===== src/rtl/cr_pipe_pkg.sv =====
// cr_pipe_pkg: shared constants and helpers for the cr_pipe_reg_hs elastic pipe.
// Optional feature macro: CR_PIPE_REG_HS_FLUSH_EN (adds a synchronous Flush input).
package cr_pipe_pkg;

    // Each skid stage holds a main word and a skid word.
    localparam int CR_PIPE_SKID_DEPTH = 2;

    // Width of the occupancy counter: enough for 0..DEPTH*stages, at least 1 bit.
    function automatic int clog2_cnt(input int stages);
        if (stages == 0)
            return 1;
        else
            return $clog2(CR_PIPE_SKID_DEPTH * stages + 1);
    endfunction

endpackage


===== src/rtl/cr_pipe_reg_hs_if.sv =====
// cr_pipe_reg_hs_if: one valid/ready payload channel.
// Optional feature macro of the block: CR_PIPE_REG_HS_FLUSH_EN (not used here).
//
// Handshake: a word moves in every cycle where Valid && Ready is high at the
// rising clock edge. The master holds Valid and Data stable until that transfer;
// Ready may change freely and must not depend on a future Valid.
interface cr_pipe_reg_hs_if #(
    parameter int pWidth = 10
);
    logic              Valid;
    logic              Ready;
    logic [pWidth-1:0] Data;

    modport master (output Valid, output Data, input Ready);
    modport slave  (input Valid, input Data, output Ready);
endinterface


===== src/rtl/cr_pipe_skid.sv =====
// cr_pipe_skid: one elastic stage with a main and a skid register.
// in_ready comes straight from a flop (!skid_valid), so ready never chains
// combinationally through the pipe.
// Optional feature macro: CR_PIPE_REG_HS_FLUSH_EN (adds Flush input).
module cr_pipe_skid #(
    parameter int pWidth = 10
) (
    input  logic              Clk,
    input  logic              Rst_n,
    input  logic [pWidth-1:0] StaticResetData,
`ifdef CR_PIPE_REG_HS_FLUSH_EN
    input  logic              Flush,
`endif
    input  logic              in_valid,
    output logic              in_ready,
    input  logic [pWidth-1:0] in_data,
    output logic              out_valid,
    input  logic              out_ready,
    output logic [pWidth-1:0] out_data
);

    logic              main_valid;
    logic              skid_valid;
    logic [pWidth-1:0] main_data;
    logic [pWidth-1:0] skid_data;
    logic              in_xfer;
    logic              out_xfer;

    assign in_ready  = !skid_valid;
    assign out_valid = main_valid;
    assign out_data  = main_data;
    assign in_xfer   = in_valid && in_ready;
    assign out_xfer  = main_valid && out_ready;

    // Main/skid occupancy update; data registers keep stale values when emptied.
    always_ff @(posedge Clk) begin
        if (!Rst_n) begin
            main_valid <= 1'b0;
            skid_valid <= 1'b0;
            main_data  <= StaticResetData;
            skid_data  <= StaticResetData;
        end
`ifdef CR_PIPE_REG_HS_FLUSH_EN
        else if (Flush) begin
            main_valid <= 1'b0;
            skid_valid <= 1'b0;
        end
`endif
        else begin
            if (out_xfer) begin
                if (skid_valid) begin
                    // in_ready is low here, so no input word competes.
                    main_data  <= skid_data;
                    skid_valid <= 1'b0;
                end else begin
                    main_valid <= in_xfer;
                    if (in_xfer)
                        main_data <= in_data;
                end
            end else if (in_xfer) begin
                if (!main_valid) begin
                    main_valid <= 1'b1;
                    main_data  <= in_data;
                end else begin
                    skid_valid <= 1'b1;
                    skid_data  <= in_data;
                end
            end
        end
    end

endmodule


===== src/rtl/cr_pipe_reg_hs.sv =====
// cr_pipe_reg_hs: chain of pStages elastic skid stages with an occupancy count.
// pStages=0 degenerates to a combinational passthrough.
// Optional feature macro: CR_PIPE_REG_HS_FLUSH_EN (adds Flush input that
// empties every stage and zeroes Count; reset has priority).
module cr_pipe_reg_hs
    import cr_pipe_pkg::*;
#(
    parameter int pWidth  = 10,
    parameter int pStages = 2,
    parameter int pCntW   = clog2_cnt(pStages)
) (
    input  logic              Clk,
    input  logic              Rst_n,
    input  logic [pWidth-1:0] StaticResetData,
`ifdef CR_PIPE_REG_HS_FLUSH_EN
    input  logic              Flush,
`endif
    cr_pipe_reg_hs_if.slave   up,     // InValid / InReady / D
    cr_pipe_reg_hs_if.master  dn,     // OutValid / OutReady / Q
    output logic [pCntW-1:0]  Count
);

    generate
        if (pStages == 0) begin : g_pass
            assign dn.Valid = up.Valid;
            assign dn.Data  = up.Data;
            assign up.Ready = dn.Ready;
            assign Count    = '0;
        end else begin : g_chain
            logic [pStages:0] v;
            logic [pStages:0] r;
            logic [pWidth-1:0] d_a [pStages+1];
            logic [pCntW-1:0] cnt;
            logic in_xfer;
            logic out_xfer;

            assign v[0]     = up.Valid;
            assign d_a[0]   = up.Data;
            assign up.Ready = r[0];
            assign dn.Valid = v[pStages];
            assign dn.Data  = d_a[pStages];
            assign r[pStages] = dn.Ready;

            for (genvar k = 0; k < pStages; k++) begin : g_stage
                cr_pipe_skid #(.pWidth(pWidth)) u_skid (
                    .Clk             (Clk),
                    .Rst_n           (Rst_n),
                    .StaticResetData (StaticResetData),
`ifdef CR_PIPE_REG_HS_FLUSH_EN
                    .Flush           (Flush),
`endif
                    .in_valid        (v[k]),
                    .in_ready        (r[k]),
                    .in_data         (d_a[k]),
                    .out_valid       (v[k+1]),
                    .out_ready       (r[k+1]),
                    .out_data        (d_a[k+1])
                );
            end

            assign in_xfer  = up.Valid && r[0];
            assign out_xfer = v[pStages] && dn.Ready;
            assign Count    = cnt;

            // Occupancy: +1 per accepted word, -1 per delivered word.
            always_ff @(posedge Clk) begin
                if (!Rst_n)
                    cnt <= '0;
`ifdef CR_PIPE_REG_HS_FLUSH_EN
                else if (Flush)
                    cnt <= '0;
`endif
                else if (in_xfer && !out_xfer)
                    cnt <= cnt + pCntW'(1);
                else if (!in_xfer && out_xfer)
                    cnt <= cnt - pCntW'(1);
            end
        end
    endgenerate

endmodule


===== src/flat_wrapper.sv =====
// flat-port wrapper written by rule: the top's interface ports become plain ports
module cr_pipe_reg_hs_flat import cr_pipe_pkg::*;
#(
    parameter int pWidth  = 10,
    parameter int pStages = 2,
    parameter int pCntW   = clog2_cnt(pStages)
)
  (Clk, Rst_n, StaticResetData, Count, up_Valid, up_Data, up_Ready, dn_Valid, dn_Data, dn_Ready);
  cr_pipe_reg_hs_if #(.pWidth(pWidth)) up_i ();
  cr_pipe_reg_hs_if #(.pWidth(pWidth)) dn_i ();
  input  logic Clk;
  input  logic Rst_n;
  input  logic [pWidth-1:0] StaticResetData;
  output logic [pCntW-1:0] Count;
  input wire logic [$bits(up_i.Valid)-1:0] up_Valid;
  input wire logic [$bits(up_i.Data)-1:0] up_Data;
  output wire logic [$bits(up_i.Ready)-1:0] up_Ready;
  output wire logic [$bits(dn_i.Valid)-1:0] dn_Valid;
  output wire logic [$bits(dn_i.Data)-1:0] dn_Data;
  input wire logic [$bits(dn_i.Ready)-1:0] dn_Ready;
  assign up_i.Valid = up_Valid;
  assign up_i.Data = up_Data;
  assign up_Ready = up_i.Ready;
  assign dn_Valid = dn_i.Valid;
  assign dn_Data = dn_i.Data;
  assign dn_i.Ready = dn_Ready;
  cr_pipe_reg_hs #(.pWidth(pWidth), .pStages(pStages), .pCntW(pCntW)) u_core (.Clk(Clk), .Rst_n(Rst_n), .StaticResetData(StaticResetData), .up(up_i), .dn(dn_i), .Count(Count));
endmodule

===== config.mk =====
export PLATFORM = sky130hd
export DESIGN_NAME = cr_pipe_reg_hs_flat
export DESIGN_NICKNAME = d
export VERILOG_FILES = /design/src/rtl/cr_pipe_pkg.sv /design/src/rtl/cr_pipe_reg_hs_if.sv /design/src/rtl/cr_pipe_skid.sv /design/src/rtl/cr_pipe_reg_hs.sv /design/src/flat_wrapper.sv
export SDC_FILE = /design/constraint.sdc
export NUM_CORES = 1
export LEC_CHECK = 0
export BUFFER_PORTS_ARGS = -buffer_cell sky130_fd_sc_hd__buf_2
export CORE_UTILIZATION = 40
export DETAILED_ROUTE_END_ITERATION = 12
export MAX_ROUTING_LAYER = met4
export PLACE_DENSITY = 0.59
export REMOVE_ABC_BUFFERS = 1
export SLEW_MARGIN = 10
export SYNTH_ARGS = -nofsm -noshare
export SYNTH_HDL_FRONTEND = slang
export SYNTH_SLANG_ARGS = --single-unit

===== constraint.sdc =====
create_clock -name Clk -period 2.6 [get_ports Clk]
set_input_delay 0.26 -clock Clk [delete_from_list [all_inputs] [get_ports Clk]]
set_output_delay 0.26 -clock Clk [all_outputs]
set_load 0.01 [all_outputs]

==> flow_summary.toml, run 1 <==
[synthesis]
average_size_of_a_mapped_cell_um2 = 9.807
synth-async-reset-ratio_pct = 0
synth-adder-area-share_pct = 0.8954
yosys.area_share.simple_pct = 23.45
synth-compound-area-share_pct = 8.954
synth_sequential_area_ratio_pct = 59.99
synth_top_family_by_area = "simple AND/OR/NAND/NOR gates"
synth_enable_flop_cells = 40
yosys_register_bits = 47
syn-instance-count = 228
syn-cell-area_um2 = 2236
synth_xor_xnor_area_share_pct = 1.119
synth_top_area_share_pct = 53.72
ys_dominant_reg_cell = "edfxtp_1"
muxShareOfSynthArea_pct = 0
top_cell_type_by_total_area_after_synthesis = "edfxtp_1"
synthTopCellsByArea = "edfxtp_1 (54%), nand2_1 (16%), dfxtp_1 (6.3%)"
library_cells_used_by_synthesis = 30
synthesis.yosys.warnings = 0

[critical_path]
critical_path_arrival_ns = 1.88
worstPathMaxFanout = 6
timing.critical_path.to_type = "flop"
critical_path.startpoint_type = "flop"
crit_type = "reg -> reg"
critPathRequiredTime_ns = 2.78
r2r_setup_slack_ns = 0.90

[route]
vias_after_detailed_routing = 1629
wl_met3_um = 241
via_per_inst = 4.951
drt_pre_antenna_iters = 4
drt_drc_violations_left = 0
finalWirelength_um = 4564
met1_length_um = 2219
wl_per_cell_um = 13.87
final_antenna_net_count = 0
met2WireLength_um = 2061
first_iter_violations = 113
route.top_layer_used = "met4"

[clock_network]
cts-htree-levels = 2
worstSkewPairLatency_ns = 0.30
clk_pin_slew_ns = 0.08
postCtsResizedCells = 0
clk_path_buf_depth = 2
cts.repair_timing.setup_buffer_count = 0
cts.sink_count = 47
cts-hold-fix-buffers = 0
cts_tree = "yes"
numCtsBuffers = 5
ctsRootBufferMaster = "clkbuf_8"

[timing]
final_period_minus_worst_setup_slack_ns = 1.699
final.setup.tns_ns = 0
worst_pin_slew_ns = 0.5126
finClkSkew_ns = 0.006143
max_slew_margin_pct = 65.73
timing_max_transition_violations_final = 0
final.hold.worst_slack_ns = 0.2366
max_freq_mhz = 588.7
final_hold_viol_count = 0
rsz_0062_raised_after_global_routing = "no"
post-route-period-util_pct = 65.34
finalSetupViolations = 0

[layout]
nNetsFinal = 283
area_delta_synth_final_pct = 12.31
mostFrequentLayoutCells = "nand2_1 (94), edfxtp_1 (40), buf_2 (38)"
layout_commonest_cell = "nand2_1"
final_layout_size_suffix_gt1_share_pct = 22.01
antenna_cells = 0

[die]
start_util_pct = 42.69
die_width_um = 76.77
placeableCoreArea_um2 = 5238
floorplan.die_area_um2 = 5893
rows = 26
die_h_um = 76.77
ioPinCount = 39

[place]
gpl.final_weighted_congestion = 0.7880
io_buffer_count = 38
dp.final_hpwl_um = 3133

[grt]
grt_max_degree = 35
grt_use_total_pct = 17.21
grt_first_pass_wirelength_um = 7514
first_global_vias = 1493
antenna_found_initial = 0
grt.overflow.total = 0

[pwr]
finalPower_w = 0.001563
total_leakage_power_nw = 1.087
peakVddDrop_mv = 0.2772
power.density_cell_area_nw_per_um2 = 622.5

[outcome]
result_of_the_run = "complete, no violations"

[min_path]
min_path_type = "in -> reg"

[run]
max-cap-violations = 0
[flip-flops by register name, indices dropped and copies added (netlist names)]
signal	cells
u_core.g_chain.g_stage.u_skid.out_data	20
u_core.g_chain.g_stage.u_skid.skid_data	20
u_core.Count	3
u_core.g_chain.g_stage.u_skid.out_valid	2
u_core.g_chain.g_stage.u_skid.skid_valid	2
[routing by layer]
layer  vias to the layer above  GRT usage [%]
met3                         5          3.333
li1                        835              -
met5                         -              -
met2                        45          24.91
met4                         0          6.923
met1                       744          23.67
[cell families after synthesis]
group,count (synthesis)
adders and majority gates,1
and+or+nand+nor,122
AOI/OAI and AO/OA,34
buffers and inverters,22
DFF,47
xor gates and xnor gates,2
[final timing paths]
kind	startpoint	end	cells past startpoint
setup / recovery	u_core.g_chain.g_stage[0].u_skid.skid_valid$_SDFFE_PP0P_	u_core.Count[2]$_SDFFE_PN0P_	6
setup reg to reg	u_core.g_chain.g_stage[0].u_skid.skid_valid$_SDFFE_PP0P_	u_core.Count[2]$_SDFFE_PN0P_	6
hold reg to reg	u_core.Count[1]$_SDFFE_PN0P_	u_core.Count[1]$_SDFFE_PN0P_	2
hold / removal	up_Valid	u_core.g_chain.g_stage[0].u_skid.out_valid$_SDFFE_PN0P_	3
[area by class of cell]
cell class	count	area, um2
Clock buffer	7	76.32
Inverter	3	11.26
Sequential cell	47	1341
Multi-Input combinational cell	159	769.5
Tap cell	70	87.58
Timing Repair Buffer	42	220.2
Clock inverter	1	5.005
Fill cell	516	2726
[worst max-delay path, stage by stage (launching register included)]
cell     delay, ns
dfxtp_1       0.39
nor2b_4       0.23
nand2_1       0.09
fa_1          0.38
nor3_1        0.26
o21ai_1       0.09
nor3b_2       0.15
[synthesized netlist by cell type (2+ instances only)]
cell type	instances
edfxtp_1	40
a31oi_1	20
a21oi_1	6
dfxtp_1	7
buf_1	3
a21o_1	2
o21ai_0	5
nand2_2	2
nand2_1	94
nand3_1	2
buf_2	4
nor2_1	12
nor3_1	3
clkbuf_1	2
buf_4	10
and3_1	2
[through the flow]
stage | cells | area, um2 | util (%) | setup slack (ns)
floorplan | 209 | 2122 | - | 0.7743
global placement | 321 | 2430 | 46.39 | 0.9019
detailed placement | 321 | 2430 | 46.39 | 0.8676
CTS | 329 | 2511 | 47.95 | 0.9085
global route | 329 | 2511 | 47.95 | 0.7841
finish | 329 | 2511 | 47.95 | 0.9012
[power breakdown]
group | leakage, nW | switching [W] | internal [W]
Clock | 0.0422 | 0.000242 | 0.000189
Sequential | 0.453 | 0.0000311 | 0.000897
Combinational | 0.592 | 0.000122 | 0.0000819
Total | 1.09 | 0.000395 | 0.00117
No activity file was read; power rests on OpenSTA's default activity.
==> run 2: changes to the inputs <==
clock period = 1.8 ns   (was 2.6 ns; I/O delays follow)
==> run 2 against run 1 <==
Against the previous run: maximum frequency is 3.0% higher; critical path depth unchanged; sequential cell count unchanged; design area up 2.4%; cell count grew 1.5%; non-clock buffer count increased by 5; wire length increased by 3.4%; via count grew 1.7%; worst setup slack got worse by 0.75 ns; combinational power grew 53%.
==> flow_summary.toml, run 2 (synthesis gave the netlist of run 1 again) <==
[layout]
area_delta_synth_final_pct = 15.00
mostFrequentLayoutCells = "nand2_1 (94), edfxtp_1 (40), buf_2 (38)"
instances_no_fill = 334
nNetsFinal = 288
final_core_utilization_pct = 49.09
antenna_cells = 0
final_layout_size_suffix_gt1_share_pct = 23.86
layout_commonest_cell = "nand2_1"

[die]
ioPinCount = 39
die_h_um = 76.77
die_width_um = 76.77
rows = 26
placeableCoreArea_um2 = 5238
start_util_pct = 42.69
floorplan.die_area_um2 = 5893

[critical_path]
critical_path.slowest_cell = "fa_1"
cell_class_contributing_the_biggest_share_of_worst_path_delay = "simple AND/OR/NAND/NOR gates"
critical_path_buf_inv_count = 0
crit_type = "reg -> reg"
crit_path_cell_trace = "nor2b_4 -> nand2_1 -> fa_1 -> nor3_1 -> o21ai_1 -> nor3b_2"
critPathRequiredTime_ns = 1.99
r2r_setup_slack_ns = 0.15
critical_path_arrival_ns = 1.84
critical_path.startpoint_type = "flop"
cpPeakStageDelay_ns = 0.37
worstPathMaxFanout = 6
timing.critical_path.to_type = "flop"

[timing]
finClkSkew_ns = 0.009339
finalSetupViolations = 0
final_hold_viol_count = 0
timing_max_transition_violations_final = 0
post-route-period-util_pct = 91.60
max_slew_margin_pct = 67.69
final.setup.tns_ns = 0
rsz_0062_raised_after_global_routing = "no"
final.setup.worst_slack_ns = 0.1513
max_freq_mhz = 606.5
final_period_minus_worst_setup_slack_ns = 1.649
worst_pin_slew_ns = 0.4847

[clock_network]
cts.repair_timing.setup_buffer_count = 0
clk_path_buf_depth = 2
cts-htree-levels = 2
ctsRootBufferMaster = "clkbuf_8"
worstSkewPairLatency_ns = 0.30
numCtsBuffers = 5
postCtsResizedCells = 0
cts_tree = "yes"
clk_pin_slew_ns = 0.08
cts.sink_count = 47
cts-hold-fix-buffers = 0

[pwr]
finalPower_w = 0.002312
power.density_cell_area_nw_per_um2 = 899.2
peakVddDrop_mv = 0.3323
total_leakage_power_nw = 1.122

[route]
via_per_inst = 4.958
vias_after_detailed_routing = 1656
drt_pre_antenna_iters = 4
first_iter_violations = 120
wl_per_cell_um = 14.13
final_antenna_net_count = 0
drt_drc_violations_left = 0
finalWirelength_um = 4721

[grt]
grt.overflow.total = 0
grt_max_degree = 56
grt_first_pass_wirelength_um = 7583
first_global_vias = 1554
antenna_found_initial = 0
grt_use_total_pct = 17.48

[place]
io_buffer_count = 38
gpl.final_weighted_congestion = 0.7157
dpl_worst_slack_ns = 0.1498
post-place-cells = 326
dp.final_hpwl_um = 3177

[run]
max-cap-violations = 0

[min_path]
min_path_type = "in -> reg"

[outcome]
result_of_the_run = "complete, no violations"
run 2: worst register-to-register path: stages, from the launching register on:
cell	delay, ns
dfxtp_1	0.34
nor2b_4	0.21
nand2_1	0.10
fa_1	0.37
nor3_1	0.27
o21ai_1	0.11
nor3b_2	0.15
run 2: area by class of cell:
cell class | count | area, um2
inverters | 3 | 11.26
fillers | 526 | 2666
clock inverters | 1 | 5.005
clock buffers | 7 | 86.33
repair buffers | 47 | 270.3
well taps | 70 | 87.58
multi-input cells | 159 | 769.5
flip-flops and latches | 47 | 1341
run 2: metal layers:
| layer | up-vias | routed length (um) | share of wire (%) | track usage (%) |
|---|---|---|---|---|
| met1 | 757 | 2176 | 46 | 23.14 |
| li1 | 843 | - | - | - |
| met4 | 0 | 46 | 0.97 | 6.731 |
| met5 | - | 0 | 0 | - |
| met2 | 51 | 2201 | 47 | 26.88 |
| met3 | 5 | 296 | 6.3 | 2.857 |
run 2: worst paths after layout:
| check | start | end | depth (start not counted) |
|---|---|---|---|
| worst min register to register | u_core.Count[1]$_SDFFE_PN0P_ | u_core.Count[1]$_SDFFE_PN0P_ | 2 |
| worst max register to register | u_core.g_chain.g_stage[0].u_skid.skid_valid$_SDFFE_PP0P_ | u_core.Count[2]$_SDFFE_PN0P_ | 6 |
| worst min-delay path | up_Valid | u_core.g_chain.g_stage[0].u_skid.out_valid$_SDFFE_PN0P_ | 3 |
| worst max-delay path | u_core.g_chain.g_stage[0].u_skid.skid_valid$_SDFFE_PP0P_ | u_core.Count[2]$_SDFFE_PN0P_ | 6 |
run 2: per-stage QoR:
| step | hold WS (ns) | cell area [um2] |
|---|---|---|
| 5_1_grt | 0.1695 | 2571 |
| 4_1_cts | 0.1535 | 2571 |
| 3_5_place_dp | 0.4680 | 2480 |
| 2_1_floorplan | 0.2938 | 2122 |
| 3_3_place_gp | 0.4626 | 2480 |
| 6_report | 0.1574 | 2571 |
run 2: report_power, final:
part | internal [W] | switching (W)
logic | 0.000128 | 0.000184
clock network | 0.000311 | 0.000352
registers | 0.00130 | 0.0000419
total | 0.00173 | 0.000578
==> run 3: changes to the inputs <==
MAX_ROUTING_LAYER = not set   (was met4)
==> run 3 against run 2 <==
Against the previous run: power about the same; wire length unchanged; clock skew about the same; worst setup slack improved by 0.00082 ns; clock power about the same; cell count unchanged; combinational power about the same; register-to-register slack about the same; sequential share of layout area unchanged; sequential power about the same; count of clock-buffer cells in the layout unchanged; largest cell class unchanged; highest routed layer unchanged.
==> flow_summary.toml, run 3 (synthesis gave the netlist of run 1 again) <==
[route]
wl_per_cell_um = 14.13
vias_after_detailed_routing = 1662
first_iter_violations = 120
finalWirelength_um = 4721
drt_drc_violations_left = 0
final_antenna_net_count = 0
drt_pre_antenna_iters = 4
via_per_inst = 4.976

[layout]
mostFrequentLayoutCells = "nand2_1 (94), edfxtp_1 (40), buf_2 (38)"
layout_commonest_cell = "nand2_1"
final_core_utilization_pct = 49.09
final-seq-area_um2 = 1341
area_delta_synth_final_pct = 15.00
final_layout_size_suffix_gt1_share_pct = 23.86
instances_no_fill = 334
antenna_cells = 0
nNetsFinal = 288
multi_input_area_um2 = 769.5
nFillCells = 526

[clock_network]
cts-hold-fix-buffers = 0
cts.repair_timing.setup_buffer_count = 0
cts.sink_count = 47
clk_pin_slew_ns = 0.08
ctsRootBufferMaster = "clkbuf_8"
worstSkewPairLatency_ns = 0.30
clk_path_buf_depth = 2
cts_tree = "yes"
postCtsResizedCells = 0
numCtsBuffers = 5
cts-htree-levels = 2

[min_path]
hold_start = "up_Valid"
worstHoldEndpoint = "u_core.g_chain.g_stage[0].u_skid.out_valid$_SDFFE_PN0P_"
worst_hold_path.num_cells = 3
min_path_type = "in -> reg"

[grt]
grt.overflow.total = 0
antenna_found_initial = 0
grt_use_total_pct = 16.94
grt_first_pass_wirelength_um = 7576
first_global_vias = 1557
grt_max_degree = 56

[timing]
finClkSkew_ns = 0.009454
post-route-period-util_pct = 91.55
final_period_minus_worst_setup_slack_ns = 1.648
timing_max_transition_violations_final = 0
finalSetupViolations = 0
worst_pin_slew_ns = 0.4816
max_slew_margin_pct = 67.89
rsz_0062_raised_after_global_routing = "no"
final_hold_viol_count = 0
max_freq_mhz = 606.8

[pwr]
finalPower_w = 0.002311
total_leakage_power_nw = 1.122
power.density_cell_area_nw_per_um2 = 898.7
peakVddDrop_mv = 0.3305

[die]
start_util_pct = 42.69
placeableCoreArea_um2 = 5238
die_width_um = 76.77
die_h_um = 76.77
floorplan.die_area_um2 = 5893
rows = 26
ioPinCount = 39

[place]
dp.final_hpwl_um = 3177
post-place-cells = 326
gpl.final_weighted_congestion = 0.7077
io_buffer_count = 38

[critical_path]
r2r_setup_slack_ns = 0.15
timing.rr.end = "u_core.Count[2]$_SDFFE_PN0P_"
worstReg2RegStart = "u_core.g_chain.g_stage[0].u_skid.skid_valid$_SDFFE_PP0P_"
crit_type = "reg -> reg"
critical_path_arrival_ns = 1.84
timing.critical_path.to_type = "flop"
timing.reg2reg.worst_path_depth = 6
worstPathMaxFanout = 6
critical_path.startpoint_type = "flop"
critPathRequiredTime_ns = 1.99

[outcome]
result_of_the_run = "complete, no violations"

[run]
max-cap-violations = 0
## run 3: cell counts in the layout (fill, tap and decap cells not counted)
No cell type changed its count.
## run 3: how the worst max path moves through the flow
stage / startpoint / end / slack [ns] / depth (start not counted)
floorplan: u_core.g_chain.g_stage[0].u_skid.out_valid$_SDFFE_PN0P_ / u_core.g_chain.g_stage[1].u_skid.out_data[0]$_DFFE_PP_ / -0.03 / 3
global placement: u_core.g_chain.g_stage[0].u_skid.skid_valid$_SDFFE_PP0P_ / u_core.Count[2]$_SDFFE_PN0P_ / 0.25 / 6
detailed placement: u_core.g_chain.g_stage[0].u_skid.skid_valid$_SDFFE_PP0P_ / u_core.Count[2]$_SDFFE_PN0P_ / 0.15 / 6
CTS: u_core.g_chain.g_stage[0].u_skid.skid_valid$_SDFFE_PP0P_ / u_core.Count[2]$_SDFFE_PN0P_ / 0.14 / 6
global route: u_core.g_chain.g_stage[0].u_skid.skid_valid$_SDFFE_PP0P_ / u_core.Count[2]$_SDFFE_PN0P_ / 0.03 / 6
finish: u_core.g_chain.g_stage[0].u_skid.skid_valid$_SDFFE_PP0P_ / u_core.Count[2]$_SDFFE_PN0P_ / 0.15 / 6
## run 3: layout make-up
cell class                      instances  area share [%]
Clock buffer                            7           3.358
Clock inverter                          1          0.1946
Inverter                                3          0.4380
Multi-Input combinational cell        159           29.93
Sequential cell                        47           52.17
Tap cell                               70           3.406
Timing Repair Buffer                   47           10.51
## run 3: stage by stage
step	cell area, um2	hold slack (ns)	setup WS, ns	setup TNS [ns]
final	2571	0.1583	0.1521	0
after global routing	2571	0.1695	0.03030	0
after CTS	2571	0.1535	0.1392	0
after detailed placement	2480	0.4680	0.1498	0
after global placement	2480	0.4626	0.2481	0
after floorplan	2122	0.2938	-0.02567	-0.2567
## run 3: power by group
part / internal, W / leakage [nW] / total, W / switching (W)
Sequential: 0.00130 / 0.453 / 0.00134 / 0.0000422
Combinational: 0.000128 / 0.621 / 0.000312 / 0.000184
Clock: 0.000311 / 0.0482 / 0.000661 / 0.000351
## run 3: critical path: stages (launching register included)
cell	delay (ns)
dfxtp_1	0.34
nor2b_4	0.20
nand2_1	0.09
fa_1	0.37
nor3_1	0.27
o21ai_1	0.11
nor3b_2	0.15
## run 3: metal layers
metal  wire length [um]  up-vias  track usage (%)
met2               2234       44            27.05
li1                   -      842                -
met1               2212      772            22.83
met3                249        4            2.857
met5                  0        -                0
met4                 25        0            6.731
